$ cat src/rtl/mips_exec_ctrl.sv
// Run/step/halt sequencer for a five-stage MIPS pipeline: global advance enable, flush and cycle count.
// Optional cycle limit (max_cycles input, sticky timeout) is built when MIPS_EXEC_CYCLE_LIMIT_EN is defined.
module mips_exec_ctrl #(
    parameter int DRAIN_CYCLES = 4,
    parameter int CNT_W        = 32
) (
    input  logic             clk,
    input  logic             reset,
    input  logic             cmd_valid,
    input  logic [1:0]       cmd_op,
    output logic             cmd_ready,
    input  logic             halt_detect,
    output logic             pipe_en,
    output logic             pipe_flush,
    output logic             busy,
    output logic             done,
    output logic [CNT_W-1:0] cycle_count,
`ifdef MIPS_EXEC_CYCLE_LIMIT_EN
    input  logic [CNT_W-1:0] max_cycles,
`endif
    output logic             timeout,
    output logic [2:0]       dbg_state
);

    // Command handshake: a command is taken on a rising edge where cmd_valid && cmd_ready.
    localparam logic [1:0] OP_RUN   = 2'd0;
    localparam logic [1:0] OP_STEP  = 2'd1;
    localparam logic [1:0] OP_HALT  = 2'd2;
    localparam logic [1:0] OP_CLEAR = 2'd3;
    localparam logic [3:0] DRAIN_LOAD = 4'(DRAIN_CYCLES);

    typedef enum logic [2:0] {
        ST_IDLE  = 3'd0,
        ST_RUN   = 3'd1,
        ST_STEP  = 3'd2,
        ST_DRAIN = 3'd3,
        ST_DONE  = 3'd4
    } state_e;

    state_e             state_q, state_d;
    logic [3:0]         drain_cnt_q, drain_cnt_d;
    logic               pipe_en_q, pipe_en_d;
    logic               pipe_flush_q, pipe_flush_d;
    logic               cmd_ready_q, cmd_ready_d;
    logic [CNT_W-1:0]   cycle_count_q, cycle_count_d;
    logic               cmd_acc;
    logic               cnt_clr;
    logic               limit_hit;

`ifdef MIPS_EXEC_CYCLE_LIMIT_EN
    logic timeout_q, timeout_d;

    assign limit_hit = (max_cycles != '0) && pipe_en_q &&
                       (cycle_count_q == max_cycles - CNT_W'(1));
`else
    assign limit_hit = 1'b0;
`endif

    assign cmd_acc = cmd_valid && cmd_ready_q;

    always_comb begin
        state_d      = state_q;
        drain_cnt_d  = drain_cnt_q;
        pipe_flush_d = 1'b0;
        cnt_clr      = 1'b0;
        case (state_q)
            ST_IDLE: begin
                if (cmd_acc) begin
                    case (cmd_op)
                        OP_RUN:   state_d = ST_RUN;
                        OP_STEP:  state_d = ST_STEP;
                        OP_CLEAR: begin
                            pipe_flush_d = 1'b1;
                            cnt_clr      = 1'b1;
                        end
                        default: ;
                    endcase
                end
            end
            ST_RUN: begin
                // A halt instruction in ID outranks a host HALT so in-flight work still retires.
                if (halt_detect) begin
                    state_d     = ST_DRAIN;
                    drain_cnt_d = DRAIN_LOAD;
                end else if (limit_hit) begin
                    state_d = ST_IDLE;
                end else if (cmd_acc && (cmd_op == OP_HALT)) begin
                    state_d = ST_IDLE;
                end
            end
            ST_STEP: begin
                if (halt_detect) begin
                    state_d     = ST_DRAIN;
                    drain_cnt_d = DRAIN_LOAD;
                end else begin
                    state_d = ST_IDLE;
                end
            end
            ST_DRAIN: begin
                if (drain_cnt_q <= 4'd1) begin
                    state_d     = ST_DONE;
                    drain_cnt_d = 4'd0;
                end else begin
                    drain_cnt_d = drain_cnt_q - 4'd1;
                end
            end
            ST_DONE: begin
                if (cmd_acc && (cmd_op == OP_CLEAR)) begin
                    state_d      = ST_IDLE;
                    pipe_flush_d = 1'b1;
                    cnt_clr      = 1'b1;
                end
            end
            default: state_d = ST_IDLE;
        endcase

        // Outputs are registered from the next state so they line up with state_q.
        pipe_en_d   = (state_d == ST_RUN) || (state_d == ST_STEP) || (state_d == ST_DRAIN);
        cmd_ready_d = (state_d == ST_IDLE) || (state_d == ST_RUN) || (state_d == ST_DONE);

        cycle_count_d = cycle_count_q;
        if (cnt_clr) begin
            cycle_count_d = '0;
        end else if (pipe_en_q && (cycle_count_q != {CNT_W{1'b1}})) begin
            cycle_count_d = cycle_count_q + CNT_W'(1);
        end
    end

`ifdef MIPS_EXEC_CYCLE_LIMIT_EN
    always_comb begin
        timeout_d = timeout_q;
        if (cnt_clr) begin
            timeout_d = 1'b0;
        end else if ((state_q == ST_RUN) && !halt_detect && limit_hit) begin
            timeout_d = 1'b1;
        end
    end

    always_ff @(posedge clk) begin
        if (!reset) timeout_q <= 1'b0;
        else        timeout_q <= timeout_d;
    end

    assign timeout = timeout_q;
`else
    assign timeout = 1'b0;
`endif

    always_ff @(posedge clk) begin
        if (!reset) begin
            state_q       <= ST_IDLE;
            drain_cnt_q   <= 4'd0;
            pipe_en_q     <= 1'b0;
            pipe_flush_q  <= 1'b1;
            cmd_ready_q   <= 1'b0;
            cycle_count_q <= '0;
        end else begin
            state_q       <= state_d;
            drain_cnt_q   <= drain_cnt_d;
            pipe_en_q     <= pipe_en_d;
            pipe_flush_q  <= pipe_flush_d;
            cmd_ready_q   <= cmd_ready_d;
            cycle_count_q <= cycle_count_d;
        end
    end

    assign cmd_ready   = cmd_ready_q;
    assign pipe_en     = pipe_en_q;
    assign pipe_flush  = pipe_flush_q;
    assign busy        = (state_q == ST_RUN) || (state_q == ST_STEP) || (state_q == ST_DRAIN);
    assign done        = (state_q == ST_DONE);
    assign cycle_count = cycle_count_q;
    assign dbg_state   = state_q;

endmodule
$ cat config.mk
export PLATFORM = sky130hd
export DESIGN_NAME = mips_exec_ctrl
export DESIGN_NICKNAME = d
export VERILOG_FILES = /design/src/rtl/mips_exec_ctrl.sv
export SDC_FILE = /design/constraint.sdc
export NUM_CORES = 1
export LEC_CHECK = 0
export CAP_MARGIN = 20
export CORE_AREA = 2 2 73 75
export DETAILED_ROUTE_END_ITERATION = 6
export DIE_AREA = 0 0 75 77
export PLACE_DENSITY = 0.73
export SLEW_MARGIN = 20
export SYNTH_ARGS = -nofsm -noshare
export SYNTH_HDL_FRONTEND = slang
export SYNTH_SLANG_ARGS = --single-unit
$ cat constraint.sdc
create_clock -name clk -period 2.05 [get_ports clk]
set_clock_uncertainty 0.2 [all_clocks]
set_input_delay 0.205 -clock clk [delete_from_list [all_inputs] [get_ports clk]]
set_output_delay 0.205 -clock clk [all_outputs]
set_load 0.005 [all_outputs]
Word-level counts from Yosys, hierarchy flattened
Cells that the tools add are included.
- register bits after elaboration: 42
- word-level logic and storage cells: 55
- memory bits (writable): 0
- memories kept: 0
- output and inout bits: 41
- bits of input ports: 6
- bits in latches: 0
- ROM bits: 0
- multipliers: 0
- reductions and logical operators: 17
- shifts and indexed selects: 0
- divide/modulo/power cells: 0
- muxes and demuxes: 15
- bitwise operators: 1
- add/subtract/negate cells: 2
- $lt $le $gt $ge: 1
- equality and inequality tests: 13
- operator list (operator ; number):
    adder 32 x 1 -> 32 bit, second input constant ; 1
    inequality test 32 bit, second input constant ; 1
    two-way mux 3 bit ; 5
    one-hot mux 3 bit (5 select lines) ; 1
    equality test 3 x 2 -> 1 bit, second input constant ; 4
    two-way mux 4 bit ; 2
    one-hot mux 4 bit (2 select lines) ; 1
    equality test 3 x 1 -> 1 bit, second input constant ; 2
    equality test 3 bit, second input constant ; 2
    zero test 3 bit ; 2
    logical OR 1 bit ; 6
    one-hot mux 3 bit (2 select lines) ; 1
    equality test 2 bit, second input constant ; 2
    less-or-equal comparator 4 x 1 -> 1 bit, second input constant ; 1
    logical AND 1 bit ; 4
    OR reduction 2 bit ; 2
    subtractor 4 x 1 -> 4 bit, second input constant ; 1
    two-way mux 1 bit ; 3
    equality test 2 x 1 -> 1 bit, second input constant ; 1
    zero test 2 bit ; 1
    two-way mux 2 bit ; 1
    inequality test 2 x 1 -> 1 bit, second input constant ; 1
    one-hot mux 1 bit (2 select lines) ; 1
    AND reduction 2 bit ; 1
    2 further kinds ; 2

Depth between registers and ports, before layout
Gate-level depths: netlist of the first run.
- depth in word-level cells: 8
- depth in mapped cells: 7
- gate-level depth less buffers: 7

Least setup slack after synthesis of the first run
OpenSTA, ideal clock, no wires.
- path type: reg2reg
- from: reg cycle_count_q[0], in the netlist cycle_count[0]
- to: reg cycle_count_q[30], in the netlist cycle_count[30]
- data required time: 1.779 ns
- path buffers: 1
- clock period less this slack: 2.257 ns
- cell stages (with the launch flop): 8
- arrival: 1.986 ns
- setup time: 0.071 ns
- slack: -0.207 ns
- path through: dfxtp_1 ha_1 and3_1 nand4_4 or3_1 buf_2 or3_1 a21oi_1
- word-level cells in the longest chain between the ends: 2
- elaborated cells on any way between the ends: 3
- those cells by class: add/sub: 1; eq/ne: 1; reduce/logical: 1
- ends and longest elaborated chain (item ; RTL line ; RTL):
    from (decl) ; 45 ; logic [CNT_W-1:0] cycle_count_q, cycle_count_d;
    from (signal assigned) ; 163 ; cycle_count_q <= cycle_count_d;
    parallel branches: the longest is 2 deep, another holds adder 32 x 1 -> 32 bit ; n/a ;
Several ways; the timed one is not identified.
A chain may end at the register's enable or synchronous reset.

Final worst setup path of the first run
- from: reg cycle_count_q[0], in the netlist cycle_count[0]
- to: reg cycle_count_q[20], in the netlist cycle_count[20]
The elaborated chain is that of the path after synthesis.

==> flow_summary_export.csv, run 1 <==
group,metric,value,unit
final_layout,num_antenna_cells,0,
clocking,cts_num_sinks,42,
placed_design,portBuffers,45,
critical_path,critPathBufInv,1,
route,vias_per_cell,5.40,
clocking,cts_tree,"yes",
critical_path,worstPathMaxFanout,6,
timing,finalHoldViolations,0,
timing,clock.fmax,0.494,GHz
grt,top_usage_layer,"met2",
placed_design,placed_cell_area,3050,µm²
power_and_ir_drop,power.internal,1180,µW
clocking,htree_levels,2,
flow_run,maxCapViolations,0,
power_and_ir_drop,sw_frac_of_total,23.4,%
placed_design,pre_cts_slack,-0.0367,ns
critical_path,reg2reg_from,"cycle_count[0]$_SDFFE_PP0P_",
timing,finalWorstSetupSlack,0.0244,ns
power_and_ir_drop,p_leak,0.00118,µW
synthesis,synth_cell_types,48,
timing,setup_tns,0,ns
synthesis,synth_seq_cells,42,
route,ant_nets,0,
timing,rsz0062_at_grt,"yes",
clocking,path_clk_slew,0.08,ns
grt,grt_pass1_wl,9540,µm
placed_design,place_congestion,0.827,
floorplan,die_area,5780,µm²
critical_path,cp_top_family,"simple AND/OR/NAND/NOR gates",
timing,tightestPinTransition,0.528,ns
route,drt-total-wl,5800,µm
clocking,numCtsBuffers,5,
critical_path,cp_data_arrival_time,2.00,ns
clocking,hold_buffers,0,
power_and_ir_drop,ir_worst_vdd,0.291,mV
floorplan,rows,26,
run_status,status,"finished clean",
final_layout,syn2layout_area_growth,50.4,%
grt,grtUsageMet3,5.39,%
critical_path,startpoint,"cycle_count[0]$_SDFFE_PP0P_",
clocking,clk_latency,0.29,ns
timing,drv_slew,0,
floorplan,die_h,77,µm
grt,grt_usage,20.9,%
synthesis,syn-cell-area,2150,µm²
floorplan,initial_core_util,43.2,%
route,avgRoutedWirePerCell,13.8,µm
grt,grt_max_degree,30,
clocking,cts_root_buffer,"clkbuf_8",
grt,grtUsageMet2,34.6,%
grt,grt_pass1_vias,2136,
power_and_ir_drop,p_sw,361,µW
critical_path,crit_slowest_cell,"or3_4",
final_layout,layout_commonest_cell,"buf_4",
final_layout,final_nets,360,
final_layout,final_area,3240,µm²
clocking,clockBufferDepth,2,
timing,setup_viol,0,
critical_path,worstPathCellList,"ha_4 -> and3_4 -> nand4_4 -> or3_4 -> buf_4 -> o21ai_0 -> a21oi_2",
floorplan,die-width,75,µm
route,drc_errors,0,
placed_design,hpwlAfterDp,4280,µm
power_and_ir_drop,power_density,476,nW/µm²
route,first_iter_violations,114,
synthesis,ys_seq_area_share,39.1,%
min_path,min_from,"cycle_count[31]$_SDFFE_PP0P_",
critical_path,cpPeakStageDelay,0.43,ns
power_and_ir_drop,comb_power_share,10.1,%
route,dr.pass1.iters,4,
grt,antenna_found_initial,0,
route,via_count,2273,
floorplan,io_pins,47,
final_layout,final_util,65.0,%
critical_path,crit_path_end_kind,"flip-flop",
synthesis,avgSynthCellArea,8.37,µm²
timing,period_minus_slack,2.03,ns
critical_path,worstSetupPathType,"flip-flop to flip-flop",
synthesis,syn-num-nets,266,
grt,gr-total-overflow,0,
synthesis,syn_inst,257,
critical_path,required,2.03,ns
power_and_ir_drop,p_seq_share,55.1,%
final_layout,drive_above_1_share,24.8,%
final_layout,final_cell_mix,"52 x buf_4, 45 x clkdlybuf4s50_1, 35 x dfxtp_1, 29 x nor2_1, 18 x xnor2_1",
critical_path,start_kind,"flip-flop",
floorplan,core,4980,µm²
power_and_ir_drop,power_frac_clock,34.8,%
synthesis,synth_warnings,0,
timing,slew-limit-headroom,63.9,%
min_path,hold_class,"flip-flop to flip-flop",
timing,timing.final.crit_share,98.8,%
grt,met1_usage,26.4,%
power groups by stage:
stage | clock, µW | combinational (µW) | sequential, µW
after floorplan | 0 | 74.1 | 863
after global placement | 0 | 148 | 866
after detailed placement | 0 | 151 | 867
after CTS | 545 | 153 | 848
after global routing | 581 | 169 | 851
final | 536 | 155 | 849
path summary, 6_finish.rpt:
check	cells after the start	slack, ns	end
setup reg to reg	7	0.02	cycle_count[20]$_SDFFE_PP0P_
hold / removal	2	0.33	cycle_count[31]$_SDFFE_PP0P_
hold reg to reg	2	0.33	cycle_count[31]$_SDFFE_PP0P_
setup / recovery	7	0.02	cycle_count[20]$_SDFFE_PP0P_
final cells by class:
cell class	instances	area [µm²]
inverter	7	26.3
fill	424	1740
timing repair buffer	98	861
tap	70	87.6
multi-input combinational	197	1320
clock buffer	7	86.3
sequential	42	855
registers in the layout, indices dropped and copies added, names as in the netlist:
name / flops
cmd_ready: 1
cycle_count: 32
dbg_state: 3
drain_cnt_q: 4
pipe_en: 1
pipe_flush: 1
routing by layer:
layer | up-vias | wire, µm
met5 | - | 0
met4 | 0 | 47
met3 | 5 | 276
met2 | 56 | 2900
met1 | 1088 | 2580
li1 | 1124 | -
cells by family (layout without fill, tap and decap cells):
family	count (synthesis)	count (layout)	synth area share [%]
XOR/XNOR	18	18	7.33
buffers and inverters	18	112	3.43
multiplexers	3	3	1.40
AND/OR/NAND/NOR	117	117	30.6
adder cells (fa/ha/maj)	3	3	1.75
other	1	1	0.174
flip-flops	42	42	39.1
AO/OA/AOI/OAI	55	55	16.2
timing repair:
action | 4_1_cts | 5_1_grt
pin swaps | 0 | 9
endpoints found under the setup margin | 5 | 15
gates resized for setup | 3 | 15
buffers inserted | 0 | 4
Yosys cell counts, drive strengths merged:
master   instances  area, µm²
a21oi           15       75.1
a211o            1       8.76
a211oi           5       37.5
or3              8       50.1
and3b            1       8.76
nand2           17       63.8
nor2b            1       6.26
buf              4       21.3
or2              2       12.5
nand3           15       75.1
mux2i            3       30.0
or3b             1       8.76
nand3b           1       7.51
nor3             4       20.0
o31a             2       17.5
nor4             6       50.0
conb             1       3.75
nor2            29        109
a22oi            1       7.51
o21a             1       7.51
nor4b            1       8.76
nand4           13        103
nand2b           3       18.8
and3             3       23.8
xnor2           18        158
clkbuf           7       26.3
o31ai            6       45.0
a2111oi          2       17.5
a31oi            2       12.5
ha               3       37.5
a21o             2       15.0
o21ai           13       65.1
dfxtp           42        841
and2             3       18.8
and4             5       43.8
a21boi           3       22.5
a311oi           1       8.76
nor3b            1       7.51
inv              7       26.3
or4              3       22.5
a221oi           1       8.76
tightest hold or removal path, cell delays in order, from the launching register on:
cell	delay, ns
dfxtp_1	0.34
o31ai_1	0.09
a21oi_2	0.05
through the flow:
step | hold WS (ns) | total power, µW | std cells
2_1_floorplan | 0.123 | 937 | 257
3_3_place_gp | 0.291 | 1010 | 410
3_5_place_dp | 0.298 | 1020 | 410
4_1_cts | 0.308 | 1550 | 417
5_1_grt | 0.345 | 1600 | 421
6_report | 0.326 | 1540 | 421
(Power assumes the default switching activity.)
==> run 2, diff against run 1 <==
--- a/config.mk
+++ b/config.mk
@@ -6,10 +6,11 @@
 export NUM_CORES = 1
 export LEC_CHECK = 0
 export CAP_MARGIN = 20
-export CORE_AREA = 2 2 73 75
+export CORE_AREA = 5 5 76 78
 export DETAILED_ROUTE_END_ITERATION = 6
-export DIE_AREA = 0 0 75 77
+export DIE_AREA = 0 0 81 83
 export PLACE_DENSITY = 0.73
+export SKIP_LAST_GASP = 1
 export SLEW_MARGIN = 20
 export SYNTH_ARGS = -nofsm -noshare
 export SYNTH_HDL_FRONTEND = slang
==> flow_summary_export.csv, run 2 (same netlist as run 1, synthesis figures left out) <==
group,metric,value,unit
timing,finalHoldViolations,0,
timing,period_minus_slack,2.01,ns
floorplan,die-width,81,µm
critical_path,worstSetupPathType,"flip-flop to flip-flop",
timing,timing.final.crit_share,98.2,%
critical_path,startpoint,"cycle_count[31]$_SDFFE_PP0P_",
min_path,min_from,"cycle_count[19]$_SDFFE_PP0P_",
power_and_ir_drop,ir_worst_vdd,0.356,mV
final_layout,final_nets,358,
timing,rsz0062_at_grt,"yes",
flow_run,maxCapViolations,0,
min_path,hold_class,"flip-flop to flip-flop",
timing,setup_viol,0,
final_layout,drive_above_1_share,23.7,%
grt,gr-total-overflow,0,
route,dr.pass1.iters,4,
final_layout,layout_commonest_cell,"buf_4",
timing,hold_ws,0.309,ns
grt,grt_usage,17.0,%
route,first_iter_violations,77,
floorplan,initial_core_util,42.9,%
critical_path,worstPathMaxFanout,10,
timing,clock.fmax,0.497,GHz
clocking,cts_root_buffer,"clkbuf_8",
grt,antenna_found_initial,0,
critical_path,reg2reg_from,"cycle_count[31]$_SDFFE_PP0P_",
placed_design,place_congestion,0.854,
power_and_ir_drop,p_leak,0.00118,µW
final_layout,final_cell_mix,"50 x buf_4, 45 x clkdlybuf4s50_1, 34 x dfxtp_1, 28 x nor2_1, 18 x xnor2_1",
placed_design,pre_cts_slack,-0.0280,ns
placed_design,hpwlAfterDp,4390,µm
grt,grt_pass1_vias,2062,
clocking,hold_buffers,0,
power_and_ir_drop,power_density,472,nW/µm²
critical_path,cp_data_arrival_time,2.00,ns
critical_path,start_kind,"flip-flop",
final_layout,largest_register_ffs,32,
grt,grt_pass1_wl,9420,µm
route,via_count,2209,
floorplan,die_area,6720,µm²
clocking,htree_levels,2,
floorplan,die_h,83,µm
final_layout,num-fill-cells,451,
final_layout,num_antenna_cells,0,
run_status,status,"finished clean",
route,avgRoutedWirePerCell,13.8,µm
clocking,clockBufferDepth,2,
clocking,clk_latency,0.29,ns
floorplan,io_pins,47,
route,drt-total-wl,5780,µm
route,ant_nets,0,
timing,finalWorstSetupSlack,0.0379,ns
timing,drv_slew,0,
floorplan,rows,26,
final_layout,syn2layout_area_growth,49.6,%
clocking,cts_num_sinks,42,
floorplan,core,5010,µm²
clocking,path_clk_slew,0.08,ns
route,drc_errors,0,
clocking,cts_tree,"yes",
critical_path,crit_path_end_kind,"flip-flop",
critical_path,required,2.03,ns
placed_design,portBuffers,45,
grt,grt_max_degree,22,
route,vias_per_cell,5.26,
clocking,numCtsBuffers,5,
[run 2: worst max-delay path, stage by stage (launching register included)]
cell and delay, ns:
dfxtp_1 0.38, nand4_1 0.26, nor4_4 0.34, buf_4 0.22, a21boi_1 0.15, a311oi_1 0.35
[run 2: where the power goes]
| group | switching [µW] | internal [µW] | total (µW) |
|---|---|---|---|
| sequential | 19.9 | 830 | 850 |
| combinational | 73.2 | 85.7 | 159 |
| clock | 267 | 242 | 509 |
[run 2: worst paths after layout]
path | to | slack, ns | depth (start not counted)
max | cycle_count[2]$_SDFFE_PP0P_ | 0.04 | 5
min | cycle_count[19]$_SDFFE_PP0P_ | 0.31 | 2
max reg2reg | cycle_count[2]$_SDFFE_PP0P_ | 0.04 | 5
min reg2reg | cycle_count[19]$_SDFFE_PP0P_ | 0.31 | 2
[run 2: layout make-up]
type	count	area (µm²)	area share (%)
inverter	7	26.3	0.817
multi-input combinational	197	1320	41.1
timing repair buffer	96	846	26.3
tap	70	87.6	2.72
clock buffer	8	80.1	2.49
sequential	42	856	26.6
[run 2: layer usage]
layer / part of all wire (%) / global-route usage [%] / up-vias / routed length, µm
li1: - / - / 1123 / -
met1: 44 / 21.3 / 1023 / 2530
met2: 50 / 28.5 / 53 / 2890
met3: 4.8 / 3.46 / 10 / 275
met4: 1.4 / 5.99 / 0 / 81
met5: 0 / 0 / - / 0
[run 2: stage by stage]
stage                     power (µW)  instance area [µm²]  util (%)  setup TNS (ns)  cells
after floorplan                  937                 2180         -               0    257
after detailed placement        1020                 3040      60.7         -0.0515    409
after global placement          1020                 3040      60.7               0    409
final                           1520                 3220      64.2               0    420
after CTS                       1530                 3120      62.3         -0.0557    417
after global routing            1580                 3220      64.2          -0.347    420
[run 2: timing repair]
action                     CTS  global route
setup endpoints to repair    6            23
buffers inserted             0             3
pin swaps                    0             7
gates cloned                 0             0
gates resized for setup      2            20
==> run 3, diff against run 2 <==
--- a/config.mk
+++ b/config.mk
@@ -5,10 +5,12 @@
 export SDC_FILE = /design/constraint.sdc
 export NUM_CORES = 1
 export LEC_CHECK = 0
+export ABC_CLOCK_PERIOD_IN_PS = 2050
 export CAP_MARGIN = 20
 export CORE_AREA = 5 5 76 78
 export DETAILED_ROUTE_END_ITERATION = 6
 export DIE_AREA = 0 0 81 83
+export MAX_ROUTING_LAYER = met4
 export PLACE_DENSITY = 0.73
 export SKIP_LAST_GASP = 1
 export SLEW_MARGIN = 20
==> flow_summary_export.csv, run 3 (same netlist as run 1, synthesis figures left out) <==
group,metric,value,unit
clocking,path_clk_slew,0.08,ns
final_layout,final_cell_mix,"50 x buf_4, 45 x clkdlybuf4s50_1, 34 x dfxtp_1, 28 x nor2_1, 18 x xnor2_1",
grt,met1_usage,21.4,%
power_and_ir_drop,ir_worst_vdd,0.357,mV
power_and_ir_drop,finalPower,1520,µW
grt,grt_pass1_wl,9400,µm
floorplan,die-width,81,µm
final_layout,stdcell_count,420,
grt,grt_pass1_vias,2063,
clocking,clockBufferDepth,2,
clocking,cts_root_buffer,"clkbuf_8",
grt,antenna_found_initial,0,
critical_path,worstPathCellList,"nand4_1 -> nor4_4 -> buf_4 -> a21boi_1 -> a311oi_1",
final_layout,layout_commonest_cell,"buf_4",
grt,top_usage_layer,"met2",
clocking,cts_tree,"yes",
timing,finalWorstSetupSlack,0.0351,ns
route,vias_per_cell,5.24,
grt,grtUsageMet3,3.25,%
power_and_ir_drop,power_frac_clock,33.6,%
placed_design,hpwlAfterDp,4390,µm
critical_path,cp_data_arrival_time,2.00,ns
timing,rsz0062_at_grt,"yes",
timing,drv_slew,0,
critical_path,crit_slowest_cell,"dfxtp_1",
placed_design,place_congestion,0.868,
placed_design,portBuffers,45,
final_layout,num_antenna_cells,0,
grt,grt_max_degree,22,
route,first_iter_violations,78,
final_layout,final_nets,358,
floorplan,die_area,6720,µm²
route,ant_nets,0,
timing,finalHoldViolations,0,
timing,period_minus_slack,2.01,ns
floorplan,core,5010,µm²
grt,gr-total-overflow,0,
placed_design,pre_cts_slack,-0.0280,ns
critical_path,worstSetupPathType,"flip-flop to flip-flop",
grt,grt_usage,17.5,%
clocking,numCtsBuffers,5,
clocking,clk_latency,0.29,ns
power_and_ir_drop,power_density,472,nW/µm²
route,avgRoutedWirePerCell,13.7,µm
floorplan,io_pins,47,
critical_path,cpPeakStageDelay,0.37,ns
critical_path,crit_path_end_kind,"flip-flop",
critical_path,reg2reg_slack,0.04,ns
power_and_ir_drop,p_sw,361,µW
final_layout,drive_above_1_share,23.7,%
flow_run,maxCapViolations,0,
power_and_ir_drop,power.internal,1160,µW
final_layout,syn2layout_area_growth,49.6,%
critical_path,worstPathMaxFanout,10,
route,via_count,2201,
critical_path,required,2.03,ns
grt,grtUsageMet2,28.5,%
route,dr.pass1.iters,4,
clocking,cts_num_sinks,42,
timing,clock.fmax,0.496,GHz
clocking,htree_levels,2,
critical_path,start_kind,"flip-flop",
power_and_ir_drop,p_leak,0.00118,µW
power_and_ir_drop,comb_power_share,10.4,%
final_layout,largest_register_ffs,32,
route,drt-total-wl,5770,µm
timing,timing.final.crit_share,98.3,%
power_and_ir_drop,p_seq_share,56.0,%
power_and_ir_drop,sw_frac_of_total,23.8,%
floorplan,rows,26,
run_status,status,"finished clean",
timing,setup_viol,0,
min_path,hold_class,"flip-flop to flip-flop",
route,drc_errors,0,
floorplan,die_h,83,µm
floorplan,initial_core_util,42.9,%
placed_design,dp_cells,409,
==> run 3: power by group through the flow <==
stage          combinational (µW)  clock, µW  sequential, µW
6_report                      158        511             850
5_1_grt                       173        551             852
3_3_place_gp                  151          0             867
3_5_place_dp                  154          0             868
2_1_floorplan                74.1          0             863
4_1_cts                       155        522             849
==> run 3: metal layers <==
layer	routed length [µm]	up-vias
met4	56	0
met5	0	-
met2	2920	45
met3	256	8
met1	2540	1027
li1	-	1121
==> run 3: critical path: cells and delay by family, from the launching register on <==
| kind | cells | cell delay [ns] |
|---|---|---|
| compound gates | 2 | 0.51 |
| buf+inv | 1 | 0.22 |
| flops | 1 | 0.37 |
| simple gates | 2 | 0.59 |
==> run 3: layout make-up <==
cell class              count  area [µm²]
well taps                  70        87.6
clock buffers               8        80.1
repair buffers             96         846
multi-input cells         197        1320
flip-flops and latches     42         856
fillers                   451        1790
inverters                   7        26.3
==> run 3: timing repair <==
item                                    in CTS  in global routing
endpoints found under the setup margin       6                 23
resized for setup                            2                 20
setup buffers                                0                  3
pin swaps                                    0                  7
hold buffers                                 0                  0
==> run 3: path summary, 6_finish.rpt <==
| path | start | to | cells after the start |
|---|---|---|---|
| hold / removal | cycle_count[31]$_SDFFE_PP0P_ | cycle_count[31]$_SDFFE_PP0P_ | 2 |
| hold reg to reg | cycle_count[31]$_SDFFE_PP0P_ | cycle_count[31]$_SDFFE_PP0P_ | 2 |
| setup / recovery | cycle_count[31]$_SDFFE_PP0P_ | cycle_count[2]$_SDFFE_PP0P_ | 5 |
| setup reg to reg | cycle_count[31]$_SDFFE_PP0P_ | cycle_count[2]$_SDFFE_PP0P_ | 5 |
==> run 3: metrics by stage <==
step / hold slack [ns] / setup TNS (ns) / instance area [µm²] / util, %
6_report: 0.307 / 0 / 3220 / 64.2
3_3_place_gp: 0.290 / 0 / 3040 / 60.7
5_1_grt: 0.337 / -0.347 / 3220 / 64.2
4_1_cts: 0.309 / -0.0557 / 3120 / 62.3
2_1_floorplan: 0.123 / 0 / 2180 / -
3_5_place_dp: 0.298 / -0.0515 / 3040 / 60.7
